`src/rtl/regfile_seq_pkg.sv`:
```
// Shared widths, opcode and state encodings for the register-file operation sequencer.
package regfile_seq_pkg;

  localparam int DATA_W = 16;
  localparam int ADDR_W = 5;

  typedef enum logic [1:0] {
    OP_ADD = 2'b00,
    OP_SUB = 2'b01,
    OP_MOV = 2'b10,
    OP_XOR = 2'b11
  } op_e;

  typedef enum logic [2:0] {
    IDLE    = 3'd0,
    READ    = 3'd1,
    CAPTURE = 3'd2,
    EXEC    = 3'd3,
    WRITE   = 3'd4,
    DONE    = 3'd5
  } state_e;

endpackage

```
`src/rtl/regfile_seq_alu.sv`:
```
// Combinational operation unit; the top bit of sum is ADD carry-out or SUB borrow.
module regfile_seq_alu
  import regfile_seq_pkg::*;
#(
  parameter int DATA_W = regfile_seq_pkg::DATA_W
) (
  input  logic [1:0]        op,
  input  logic [DATA_W-1:0] a,
  input  logic [DATA_W-1:0] b,
  output logic [DATA_W:0]   sum
);

  // Zero-extending both operands makes bit DATA_W the borrow when a < b on SUB.
  always_comb begin
    sum = '0;
    case (op)
      OP_ADD:  sum = {1'b0, a} + {1'b0, b};
      OP_SUB:  sum = {1'b0, a} - {1'b0, b};
      OP_MOV:  sum = {1'b0, a};
      OP_XOR:  sum = {1'b0, a ^ b};
      default: sum = '0;
    endcase
  end

endmodule

```
`src/rtl/regfile_op_sequencer.sv`:
```
// Accepts one command, reads two registers, computes, and writes the result back
// through the register file's mode/address/data interface.
module regfile_op_sequencer #(
  parameter int DATA_W    = regfile_seq_pkg::DATA_W,
  parameter int ADDR_W    = regfile_seq_pkg::ADDR_W,
  parameter int READ_WAIT = 1
) (
  input  logic              clk,
  input  logic              reset,
  input  logic              cmd_valid,
  output logic              cmd_ready,
  input  logic [1:0]        cmd_op,
  input  logic [ADDR_W-1:0] cmd_src1,
  input  logic [ADDR_W-1:0] cmd_src2,
  input  logic [ADDR_W-1:0] cmd_dst,
  output logic              rf_mode,
  output logic [ADDR_W-1:0] rf_write_addr,
  output logic [DATA_W-1:0] rf_write_value,
  output logic [ADDR_W-1:0] rf_read_addr1,
  output logic [ADDR_W-1:0] rf_read_addr2,
  input  logic [DATA_W-1:0] rf_read_value1,
  input  logic [DATA_W-1:0] rf_read_value2,
  output logic              done,
  output logic [DATA_W-1:0] result,
  output logic              carry
);

  import regfile_seq_pkg::*;

  localparam logic [2:0] WAIT_LAST = 3'(READ_WAIT - 1);

  state_e            state;
  logic [2:0]        wait_cnt;
  logic [1:0]        op_q;
  logic [ADDR_W-1:0] dst_q;
  logic [DATA_W-1:0] opa;
  logic [DATA_W-1:0] opb;
  logic [DATA_W:0]   alu_sum;

  regfile_seq_alu #(.DATA_W(DATA_W)) u_alu (
    .op  (op_q),
    .a   (opa),
    .b   (opb),
    .sum (alu_sum)
  );

  // Read addresses double as the latched source registers; they stay put once the read is over.
  always_ff @(posedge clk) begin
    if (reset) begin
      state          <= IDLE;
      cmd_ready      <= 1'b1;
      wait_cnt       <= '0;
      op_q           <= '0;
      dst_q          <= '0;
      opa            <= '0;
      opb            <= '0;
      rf_mode        <= 1'b0;
      rf_write_addr  <= '0;
      rf_write_value <= '0;
      rf_read_addr1  <= '0;
      rf_read_addr2  <= '0;
      done           <= 1'b0;
      result         <= '0;
      carry          <= 1'b0;
    end else begin
      done <= 1'b0;
      case (state)
        IDLE: begin
          if (cmd_valid && cmd_ready) begin
            op_q          <= cmd_op;
            dst_q         <= cmd_dst;
            rf_read_addr1 <= cmd_src1;
            rf_read_addr2 <= cmd_src2;
            wait_cnt      <= '0;
            cmd_ready     <= 1'b0;
            state         <= READ;
          end
        end
        READ: begin
          if (wait_cnt == WAIT_LAST) begin
            state <= CAPTURE;
          end else begin
            wait_cnt <= wait_cnt + 3'd1;
          end
        end
        CAPTURE: begin
          opa   <= rf_read_value1;
          opb   <= rf_read_value2;
          state <= EXEC;
        end
        EXEC: begin
          result         <= alu_sum[DATA_W-1:0];
          carry          <= alu_sum[DATA_W];
          rf_write_value <= alu_sum[DATA_W-1:0];
          rf_write_addr  <= dst_q;
          rf_mode        <= 1'b1;
          state          <= WRITE;
        end
        WRITE: begin
          rf_mode <= 1'b0;
          done    <= 1'b1;
          state   <= DONE;
        end
        DONE: begin
          cmd_ready <= 1'b1;
          state     <= IDLE;
        end
        default: begin
          rf_mode   <= 1'b0;
          cmd_ready <= 1'b1;
          state     <= IDLE;
        end
      endcase
    end
  end

endmodule

```
`config.mk`:
```
export PLATFORM = sky130hd
export DESIGN_NAME = regfile_op_sequencer
export DESIGN_NICKNAME = d
export VERILOG_FILES = /design/src/rtl/regfile_seq_pkg.sv /design/src/rtl/regfile_seq_alu.sv /design/src/rtl/regfile_op_sequencer.sv
export SDC_FILE = /design/constraint.sdc
export NUM_CORES = 1
export LEC_CHECK = 0
export CORE_MARGIN = 2
export CORE_UTILIZATION = 65
export DETAILED_ROUTE_END_ITERATION = 8
export DONT_BUFFER_PORTS = 1
export GPL_TIMING_DRIVEN = 0
export PLACE_DENSITY = 0.81
export SLEW_MARGIN = 20
export SYNTH_ARGS = -nofsm -noshare
export SYNTH_HDL_FRONTEND = slang
export SYNTH_HIERARCHICAL = 1
export SYNTH_SLANG_ARGS = --single-unit
```
`constraint.sdc`:
```
create_clock -name clk -period 7.4 [get_ports clk]
set_input_delay 1.11 -clock clk [delete_from_list [all_inputs] [get_ports clk]]
set_output_delay 1.11 -clock clk [all_outputs]
set_load 0.01 [all_outputs]
```
==> flow_metrics.env, run 1 <==
export IMPL_drt_total_wl_um=11200
export IMPL_crit_top_cell="clkbuf_1"
export IMPL_cp_required_ns=7.65
export IMPL_start_util_pct=66.9
export IMPL_cp_cell_sequence="clkbuf_1 > nor2b_1 > clkbuf_1 > mux2i_1 > fa_1 > a21o_1 > a221oi_2 > o31ai_1 > a21bo_2 > o22ai_1 > mux2_2 > nand2_1 > a21oi_1"
export IMPL_antennaDiodeCount=0
export IMPL_cts_hold_buf=0
export IMPL_synth_distinct_cells=61
export IMPL_worstPathMaxFanout=10
export IMPL_grt_pass1_vias=3818
export IMPL_timing_final_crit_share_pct=54.3
export IMPL_cp_arrival_ns=4.27
export IMPL_synth_top_area_share_pct=35.2
export IMPL_cts_buffer_depth=2
export IMPL_grt_overflow_total=0
export IMPL_crit_path_start_kind="flop"
export IMPL_syn2layout_area_growth_pct=7.79
export IMPL_wl_per_cell_um=15.7
export IMPL_async_reset_ff_share_pct=0
export IMPL_fmax_mhz=249
export IMPL_slew_headroom_pct=54.1
export IMPL_tritoncts="done"
export IMPL_ys_warnings_count=6
export IMPL_syn_nets=671
export IMPL_postLayoutCellArea_mm2=0.00490
export IMPL_grt_max_degree=17
export IMPL_cp_depth=13
export IMPL_antenna_left=0
export IMPL_syn_area_per_cell_um2=7.59
export IMPL_synth_area_leaders="dfxtp_1 35%, nand2_1 12%, a21oi_1 11%"
export IMPL_dieHeight_um=87.6
export IMPL_synth_seq_cells=80
export IMPL_r2r_end="carry"
export IMPL_dpl_worst_slack_ns=3.54
export IMPL_hold_path_startpoint="dst_q[2]"
export IMPL_io_buffer_count=0
export IMPL_rr_startpoint="op_q[0]"
export IMPL_hold_end="rf_write_addr[2]"
export IMPL_fp_dieW_um=87.6
export IMPL_layout_cells_non_filler=711
export IMPL_drive_gt1_share_pct=8.94
export IMPL_hold_violations=0
export IMPL_fill_cells=553
export IMPL_slew_viol_final=0
export IMPL_period_needed_ns=4.02
export IMPL_maxCapViolCount=0
export IMPL_dpl_hpwl_um=8360
export IMPL_via_count=4175
export IMPL_synth_edf_count=0
export IMPL_holdWs_ns=0.467
export IMPL_gp_congestion=0.936
export IMPL_drc=0
export IMPL_core_mm2=0.00679
export IMPL_setup_ws_ns=3.38
export IMPL_dieArea_mm2=0.00768
export IMPL_crit_buf_inv=2
export IMPL_hold_depth=2
export IMPL_hp_class="reg2reg"
export IMPL_numCtsBuffers=9
export IMPL_grt_use_total_pct=29.5
export IMPL_p_leak_uw=0.00180
export IMPL_core_rowCount=30
export IMPL_critPathCaptureType="flop"
export IMPL_rsz0062_at_grt="false"
export IMPL_yosysTopAreaCell="dfxtp_1"
export IMPL_root_buffer="clkbuf_8"
export IMPL_fin_skew_ns=0.0172
export IMPL_power_density_mw_per_mm2=346
export IMPL_synth_ff_type="dfxtp_1"
export IMPL_slowest_delay_ns=0.49
export IMPL_path_class="reg2reg"
export IMPL_fin_setup_tns_ns=0
export IMPL_cts_htree_levels=3
export IMPL_synth_area_mm2=0.00455
export IMPL_reg2reg_depth=13
export IMPL_place_inst=695
export IMPL_drt_iter0_markers=207
export IMPL_r2r_slack_ns=3.38
export IMPL_syn_inst=599
export IMPL_post_cts_buffers=0
export IMPL_cts_clk_slew_worst_paths_ns=0.09
export IMPL_crit_slowest_cell="fa_1"
export IMPL_io_pins=103
export IMPL_antenna_found_initial=0
export IMPL_irDropWorstVdd_uv=177
export IMPL_setup_violations=0
export IMPL_nNetsFinal=682
export IMPL_post_dp_cell_area_mm2=0.00467
export IMPL_tightestPinTransition_ns=0.684
export IMPL_run_status="finished clean"
export IMPL_worstSkewPairLatency_ns=0.38
export IMPL_grt_pass1_wl_um=17700
export IMPL_vias_per_cell=5.87
export IMPL_drtPass1Iterations=5
export IMPL_yosysSeqAreaShare_pct=35.2
export IMPL_cp_top_family="compound AO/OA/AOI/OAI gates"
export IMPL_cts_sinks=80
export IMPL_postCtsResizedCells=0
[tightest hold or removal path: cells and delay by family (launching register included)]
kind               cells  cell delay [ns]
AOI/OAI and AO/OA      1             0.05
and+or+nand+nor        1             0.06
DFF                    1             0.33
[cell usage in the layout, fill, tap and decap left out, drive strengths merged, types with 3 or more instances in the layout]
cell type and instances:
a211oi 4, a21o 4, a21oi 98, buf 28
clkbuf 33, dfxtp 80, ha 19, inv 14
mux2i 4, nand2 148, nand2b 8, nand3 19
nand3b 3, nor2 23, nor2b 4, nor3 3
nor4 3, o21ai 36, xnor2 26, xor2 14
[power breakdown]
group	internal (µW)	switching, µW	total, µW
Combinational	338	457	795
Sequential	469	49.6	519
Clock	198	184	382
Total	1010	690	1700
[kinds of logic after synthesis]
family / synth area share [%]
AND/OR/NAND/NOR: 23.3
adder cells (fa/ha/maj): 5.67
AO/OA/AOI/OAI: 20.0
XOR/XNOR: 7.71
multiplexers: 1.13
flip-flops: 35.2
buffers and inverters: 6.93
[through the flow]
step | total power (µW) | utilization (%)
after CTS | 1690 | 72.1
final | 1700 | 72.1
after floorplan | 1150 | -
after detailed placement | 1310 | 68.7
after global placement | 1290 | 68.7
after global routing | 1810 | 72.1
[flip-flops by register name (all words and copies together), names as in the netlist, 2 cells and up]
register	cells
dst_q	5
op_q	2
opa	16
opb	16
result	16
rf_read_addr1	5
rf_read_addr2	5
rf_write_addr	5
state	3
wait_cnt	3
[worst max-delay path by stage]
stage	startpoint	end	slack (ns)
after floorplan	op_q[0]	carry	4.21
after CTS	op_q[0]	carry	3.44
after global routing	op_q[0]	carry	3.25
final	op_q[0]	carry	3.38
after global placement	op_q[0]	carry	3.62
after detailed placement	op_q[0]	carry	3.54
[metal layers]
| metal | vias up | GRT usage (%) | share of wire [%] |
|---|---|---|---|
| met1 | 1938 | 36.2 | 42 |
| met3 | 25 | 8.48 | 8.2 |
| li1 | 2049 | - | - |
| met5 | - | 0 | 0 |
| met4 | 0 | 10.6 | 2.4 |
| met2 | 163 | 49.6 | 48 |
[cells in the mapped netlist (2+ instances only)]
| library cell | n |
|---|---|
| xor2_1 | 14 |
| o41ai_1 | 2 |
| o21a_1 | 2 |
| and3_1 | 2 |
| ha_1 | 19 |
| nand2b_1 | 8 |
| xnor2_1 | 26 |
| a211oi_1 | 4 |
| o31ai_1 | 2 |
| nand3_1 | 19 |
| mux2i_1 | 4 |
| nor3b_2 | 2 |
| buf_4 | 17 |
| o21ai_0 | 17 |
| a22oi_1 | 2 |
| nor2b_1 | 4 |
| buf_2 | 9 |
| a21oi_1 | 97 |
| o21ai_1 | 19 |
| nand3b_1 | 3 |
| inv_1 | 10 |
| nor3_1 | 3 |
| or3_1 | 2 |
| clkbuf_1 | 24 |
| dfxtp_1 | 80 |
| nand2_1 | 148 |
| nor2_1 | 23 |
| a21o_1 | 4 |
[cell type report]
cell class | instances | area (µm²) | share of cell area, %
buffer | 52 | 278 | 5.67
clock buffer | 9 | 124 | 2.53
clock inverter | 7 | 110 | 2.25
inverter | 10 | 37.5 | 0.766
multi-input combinational | 457 | 2630 | 53.7
sequential | 80 | 1600 | 32.7
tap | 96 | 120 | 2.45
No activity file was read; power rests on OpenSTA's default activity.
==> inputs of run 2 (changes only) <==
--- a/config.mk
+++ b/config.mk
@@ -5,12 +5,13 @@
 export SDC_FILE = /design/constraint.sdc
 export NUM_CORES = 1
 export LEC_CHECK = 0
+export ABC_AREA = 1
 export CORE_MARGIN = 2
-export CORE_UTILIZATION = 65
+export CORE_UTILIZATION = 58
 export DETAILED_ROUTE_END_ITERATION = 8
 export DONT_BUFFER_PORTS = 1
 export GPL_TIMING_DRIVEN = 0
-export PLACE_DENSITY = 0.81
+export PLACE_DENSITY = 0.76
 export SLEW_MARGIN = 20
 export SYNTH_ARGS = -nofsm -noshare
 export SYNTH_HDL_FRONTEND = slang
==> constraint.sdc (replaced) <==
create_clock -name clk -period 3.4 [get_ports clk]
set_input_delay 0.51 -clock clk [delete_from_list [all_inputs] [get_ports clk]]
set_output_delay 0.51 -clock clk [all_outputs]
set_load 0.01 [all_outputs]
==> run 2 against run 1 <==
Core utilization shrank 8.4 points. Largest cell class unchanged. Wire length rose by 16%. Sequential cell count stayed put. Critical endpoint unchanged.
==> flow_metrics.env, run 2 <==
export IMPL_run_status="finished clean"
export IMPL_synth_edf_count=0
export IMPL_largestRegisters="opa: 16 flops, opb: 16 flops, result: 16 flops"
export IMPL_critPathCaptureType="flop"
export IMPL_ys_warnings_count=6
export IMPL_timing_final_crit_share_pct=84.3
export IMPL_period_needed_ns=2.87
export IMPL_synth_commonest_cells="170 x nand2_1, 157 x nor2_1, 80 x dfxtp_1"
export IMPL_core_rowCount=33
export IMPL_grt_use_total_pct=29.7
export IMPL_crit_slowest_cell="ha_1"
export IMPL_irDropWorstVdd_uv=484
export IMPL_rr_startpoint="op_q[1]"
export IMPL_yosysSeqAreaShare_pct=33.3
export IMPL_final_common_cell="nand2_1"
export IMPL_drive_gt1_share_pct=9.04
export IMPL_nNetsFinal=831
export IMPL_cts_hold_buf=0
export IMPL_synth_ff_type="dfxtp_1"
export IMPL_cp_arrival_ns=3.13
export IMPL_drtPass1Iterations=5
export IMPL_yosysMostFrequentCell="nand2_1"
export IMPL_dieHeight_um=95.1
export IMPL_core_mm2=0.00813
export IMPL_post_cts_buffers=0
export IMPL_postCtsResizedCells=0
export IMPL_antennaDiodeCount=0
export IMPL_drt_total_wl_um=12900
export IMPL_p_leak_uw=0.00244
export IMPL_rsz0062_at_grt="false"
export IMPL_cts_clk_slew_worst_paths_ns=0.09
export IMPL_tritoncts="done"
export IMPL_drt_iter0_markers=302
export IMPL_power_uw=6650
export IMPL_gp_congestion=1.02
export IMPL_cp_cell_sequence="buf_6 > inv_6 > nand2_4 > nand2_2 > nand2_2 > a21oi_4 > o21ai_1 > xor2_1 > ha_1 > nand2_1 > inv_1 > a21oi_1 > nor2_1 > nor2_1 > nand3_1 > nand2_1 > nor2_1 > nor2_1 > nor2_1"
export IMPL_crit_end="carry"
export IMPL_grt_max_degree=15
export IMPL_root_buffer="clkbuf_8"
export IMPL_synth_top_area_share_pct=33.3
export IMPL_vias_per_cell=5.43
export IMPL_mostFrequentLayoutCells="170 x nand2_1, 157 x nor2_1, 80 x dfxtp_1"
export IMPL_synth_seq_cells=80
export IMPL_grt_overflow_total=0
export IMPL_hold_path_startpoint="reset"
export IMPL_start_util_pct=59.2
export IMPL_worstPathMaxFanout=10
export IMPL_crit_buf_inv=3
export IMPL_cp_required_ns=3.66
export IMPL_yosysTopAreaCell="dfxtp_1"
export IMPL_hold_violations=0
export IMPL_slew_headroom_pct=62.5
export IMPL_dieArea_mm2=0.00904
export IMPL_antenna_found_initial=0
export IMPL_async_reset_ff_share_pct=0
export IMPL_synth_area_mm2=0.00481
export IMPL_syn_inst=748
export IMPL_drc=0
export IMPL_io_pins=103
export IMPL_setup_violations=0
export IMPL_power_density_mw_per_mm2=1280
export IMPL_crit_top_cell="nor2_1"
export IMPL_syn2layout_area_growth_pct=7.70
export IMPL_slew_viol_final=0
export IMPL_r2r_end="carry"
export IMPL_grt_pass1_wl_um=20700
export IMPL_cts_sinks=80
export IMPL_fp_dieW_um=95.1
export IMPL_path_class="reg2reg"
export IMPL_cts_buffer_depth=2
export IMPL_fmax_mhz=349
export IMPL_cp_depth=19
export IMPL_dpl_hpwl_um=10000
export IMPL_numCtsBuffers=9
export IMPL_syn_area_per_cell_um2=6.43
export IMPL_maxCapViolCount=0
export IMPL_reg2reg_depth=19
export IMPL_fin_skew_ns=0.0117
export IMPL_io_buffer_count=0
export IMPL_antenna_left=0
export IMPL_crit_start="op_q[1]"
export IMPL_crit_path_start_kind="flop"
export IMPL_synth_area_leaders="dfxtp_1 33%, nand2_1 13%, nor2_1 12%"
export IMPL_fin_setup_tns_ns=0
export IMPL_slowest_delay_ns=0.35
export IMPL_via_count=4714
export IMPL_r2r_slack_ns=0.53
export IMPL_cp_top_family="simple AND/OR/NAND/NOR gates"
export IMPL_worstSkewPairLatency_ns=0.36
export IMPL_hp_class="in2reg"
export IMPL_tightestPinTransition_ns=0.562
export IMPL_synth_distinct_cells=38
export IMPL_wl_per_cell_um=14.9
export IMPL_cts_htree_levels=3
export IMPL_grt_pass1_vias=4263
export IMPL_syn_nets=820
[run 2: cell types whose count changed after synthesis, moves of 8 or more]
cell      previous run  this run
a21oi_1             97        49
clkbuf_1            24        11
inv_1               10        63
nand2_1            148       170
nand2b_1             8         0
nand3_1             19        44
nor2_1              23       157
o21ai_0             17        63
o21ai_1             19         5
xnor2_1             26         2
[run 2: worst reg2reg max path: stages (launching register included)]
cell     delay [ns]
dfxtp_1        0.34
buf_6          0.16
inv_6          0.08
nand2_4        0.10
nand2_2        0.12
nand2_2        0.09
a21oi_4        0.16
o21ai_1        0.11
xor2_1         0.26
ha_1           0.35
nand2_1        0.13
inv_1          0.06
a21oi_1        0.27
nor2_1         0.07
nor2_1         0.12
nand3_1        0.09
nand2_1        0.08
nor2_1         0.05
nor2_1         0.11
nor2_1         0.05
[run 2: cell families (layout without fill, tap and decap cells)]
family / after synthesis / in the layout / synth area share (%)
compound gates: 124 / 124 / 13.5
xor+xnor: 16 / 16 / 2.91
fa+ha+maj: 20 / 20 / 5.36
buf+inv: 114 / 129 / 11.3
flops: 80 / 80 / 33.3
simple gates: 394 / 394 / 33.6
[run 2: power breakdown]
part | total [µW] | leakage [µW] | switching (µW) | internal (µW)
combinational | 4390 | 0.00168 | 2850 | 1530
clock | 861 | 0.000116 | 372 | 489
sequential | 1400 | 0.000650 | 270 | 1130
total | 6650 | 0.00244 | 3490 | 3150
[run 2: area by class of cell]
class	instances	area [µm²]
buffer	44	277
clock buffer	9	124
clock inverter	6	115
fill	786	2950
inverter	70	269
multi-input combinational	554	2670
sequential	80	1600
tap	105	131
[run 2: worst min path at each step]
| stage | endpoint | cells past startpoint |
|---|---|---|
| floorplan | dst_q[4] | 2 |
| global placement | dst_q[0] | 2 |
| detailed placement | dst_q[2] | 2 |
| CTS | rf_read_addr1[4] | 1 |
| global route | rf_read_addr1[4] | 1 |
| finish | rf_read_addr1[4] | 1 |
[run 2: metal layers]
metal / wire length, µm / up-vias / share of wire, % / global-route usage, %
li1: - / 2391 / - / -
met1: 5880 / 2152 / 45 / 39.7
met2: 5810 / 150 / 45 / 47.1
met3: 890 / 21 / 6.9 / 6.72
met4: 352 / 0 / 2.7 / 10.5
met5: 0 / - / 0 / 0
[run 2: per-stage QoR]
stage | hold slack (ns) | util, % | std cells | setup WS [ns] | area, µm²
finish | 0.205 | 63.7 | 868 | 0.533 | 5180
floorplan | 0.444 | - | 748 | 1.03 | 4810
global route | 0.195 | 63.7 | 868 | 0.382 | 5180
detailed placement | 0.463 | 60.8 | 853 | 0.627 | 4940
global placement | 0.458 | 60.8 | 853 | 0.657 | 4940
CTS | 0.200 | 63.7 | 868 | 0.617 | 5180
==> inputs of run 3 (changes only) <==
--- a/config.mk
+++ b/config.mk
@@ -7,11 +7,11 @@
 export LEC_CHECK = 0
 export ABC_AREA = 1
 export CORE_MARGIN = 2
-export CORE_UTILIZATION = 58
+export CORE_UTILIZATION = 64
 export DETAILED_ROUTE_END_ITERATION = 8
 export DONT_BUFFER_PORTS = 1
 export GPL_TIMING_DRIVEN = 0
-export PLACE_DENSITY = 0.76
+export PLACE_DENSITY = 0.8
 export SLEW_MARGIN = 20
 export SYNTH_ARGS = -nofsm -noshare
 export SYNTH_HDL_FRONTEND = slang
==> constraint.sdc (replaced) <==
create_clock -name clk -period 2.8 [get_ports clk]
set_input_delay 0.42 -clock clk [delete_from_list [all_inputs] [get_ports clk]]
set_output_delay 0.42 -clock clk [all_outputs]
set_load 0.01 [all_outputs]
==> run 3 against run 2 <==
Core utilization rose by 9.3 points. Count of clock-buffer cells in the layout rose by 1. Largest cell class unchanged. First-iteration DRC count rose by 28%. Worst hold slack got worse by 0.085 ns. Setup slack got worse by 0.44 ns. Clock skew fell by 0.0053 ns.
==> flow_metrics.env, run 3 (synthesis gave the netlist of run 2 again) <==
export IMPL_cts_clk_slew_worst_paths_ns=0.09
export IMPL_maxCapViolCount=0
export IMPL_drt_iter0_markers=387
export IMPL_numCtsBuffers=9
export IMPL_top_layer="met5"
export IMPL_antenna_left=0
export IMPL_final_util_pct=73.0
export IMPL_grt_pass1_wl_um=20800
export IMPL_fmax_mhz=370
export IMPL_tightestPinTransition_ns=0.539
export IMPL_cts_hold_buf=0
export IMPL_grt_use_total_pct=31.8
export IMPL_route_met2_wl_um=6160
export IMPL_dpl_hpwl_um=9850
export IMPL_multiInputGateArea_mm2=0.00280
export IMPL_worstSkewPairLatency_ns=0.36
export IMPL_run_status="finished clean"
export IMPL_cts_htree_levels=3
export IMPL_cts_sinks=80
export IMPL_drive_gt1_share_pct=12.0
export IMPL_antenna_found_initial=1
export IMPL_timing_final_crit_share_pct=96.6
export IMPL_mostFrequentLayoutCells="164 x nand2_1, 157 x nor2_1, 79 x dfxtp_1"
export IMPL_grt_overflow_total=0
export IMPL_antennaDiodeCount=0
export IMPL_hold_violations=0
export IMPL_core_rowCount=31
export IMPL_wl_met1_um=5760
export IMPL_nNetsFinal=832
export IMPL_io_buffer_count=0
export IMPL_holdWs_ns=0.120
export IMPL_vias_per_cell=5.59
export IMPL_final_common_cell="nand2_1"
export IMPL_fill_cells=655
export IMPL_critPathCaptureType="flop"
export IMPL_tritoncts="done"
export IMPL_hp_class="in2reg"
export IMPL_start_util_pct=66.3
export IMPL_period_needed_ns=2.71
export IMPL_dieHeight_um=90.7
export IMPL_drtPass1Iterations=8
export IMPL_core_mm2=0.00725
export IMPL_slew_headroom_pct=64.1
export IMPL_reg2reg_depth=18
export IMPL_setup_violations=0
export IMPL_path_class="reg2reg"
export IMPL_largestRegisters="opa: 16 flops, opb: 16 flops, result: 16 flops"
export IMPL_via_count=4829
export IMPL_cts_buffer_depth=2
export IMPL_fin_skew_ns=0.00639
export IMPL_slew_viol_final=0
export IMPL_dieArea_mm2=0.00823
export IMPL_syn2layout_area_growth_pct=10.1
export IMPL_crit_path_start_kind="flop"
export IMPL_drt_total_wl_um=13100
export IMPL_hold_depth=1
export IMPL_wl_per_cell_um=15.2
export IMPL_grt_pass1_vias=4345
export IMPL_gp_congestion=0.955
export IMPL_drc=0
export IMPL_cp_arrival_ns=2.96
export IMPL_worstPathMaxFanout=10
export IMPL_route_met3_wl_um=1000
export IMPL_seq_area_mm2=0.00160
export IMPL_root_buffer="clkbuf_8"
export IMPL_cp_required_ns=3.05
export IMPL_io_pins=103
export IMPL_fp_dieW_um=90.7
export IMPL_grt_max_degree=16
run 3: cell types whose count changed in the layout (fill, tap and decap cells not counted), sizes merged:
cell / previous run / this run
buf: 29 / 30
clkbuf: 24 / 25
bufinv: 3 / 1
clkinv: 1 / 3
run 3: critical path, stage by stage (launching register included):
cell and delay, ns:
dfxtp_2 0.35, buf_8 0.15, inv_6 0.09, nand2_8 0.09, inv_2 0.09, buf_6 0.14
nor2_1 0.05, nor2_1 0.13, xor2_1 0.20, ha_1 0.30, nand2_1 0.10, inv_1 0.08
a21oi_2 0.16, nand2_2 0.11, or2_0 0.22, nand3_1 0.07, o21ai_1 0.09, nor2_1 0.12
nor2_1 0.06
run 3: path summary, 6_finish.rpt:
check | slack [ns] | from | endpoint
worst min-delay path | 0.12 | reset | rf_read_addr1[4]
worst min register to register | 0.47 | dst_q[1] | dst_q[1]
worst max-delay path | 0.09 | op_q[1] | result[8]
worst max register to register | 0.09 | op_q[1] | result[8]
run 3: cell type report:
class | count | area share (%)
timing repair buffer | 1 | 0.142
tap | 99 | 2.34
sequential | 80 | 30.3
buffer | 44 | 5.29
clock buffer | 10 | 2.60
clock inverter | 6 | 1.42
inverter | 70 | 5.08
multi-input combinational | 554 | 52.9
run 3: per-stage QoR:
stage | cell area, µm² | setup WS, ns | setup TNS, ns | std cells
2_1_floorplan | 4810 | 0.435 | 0 | 748
3_3_place_gp | 4940 | 0.0978 | 0 | 847
3_5_place_dp | 4940 | 0.0689 | 0 | 847
4_1_cts | 5150 | 0.0522 | 0 | 863
5_1_grt | 5300 | -0.0368 | -0.126 | 864
6_report | 5300 | 0.0943 | 0 | 864
run 3: timing repair:
| action | in CTS | in global routing |
|---|---|---|
| setup buffers | 0 | 1 |
| gates resized for setup | 0 | 33 |
| setup endpoints to repair | 0 | 12 |
run 3: per-layer routing:
metal | global-route usage, % | up-vias
met5 | 0 | -
met4 | 9.49 | 2
met3 | 6.76 | 19
met2 | 54.2 | 204
met1 | 40.5 | 2220
li1 | - | 2384
Power of run 3 is left out: the tool's default activity adds up to more than one toggle a clock period on the data nets, which glitch-free logic cannot reach.
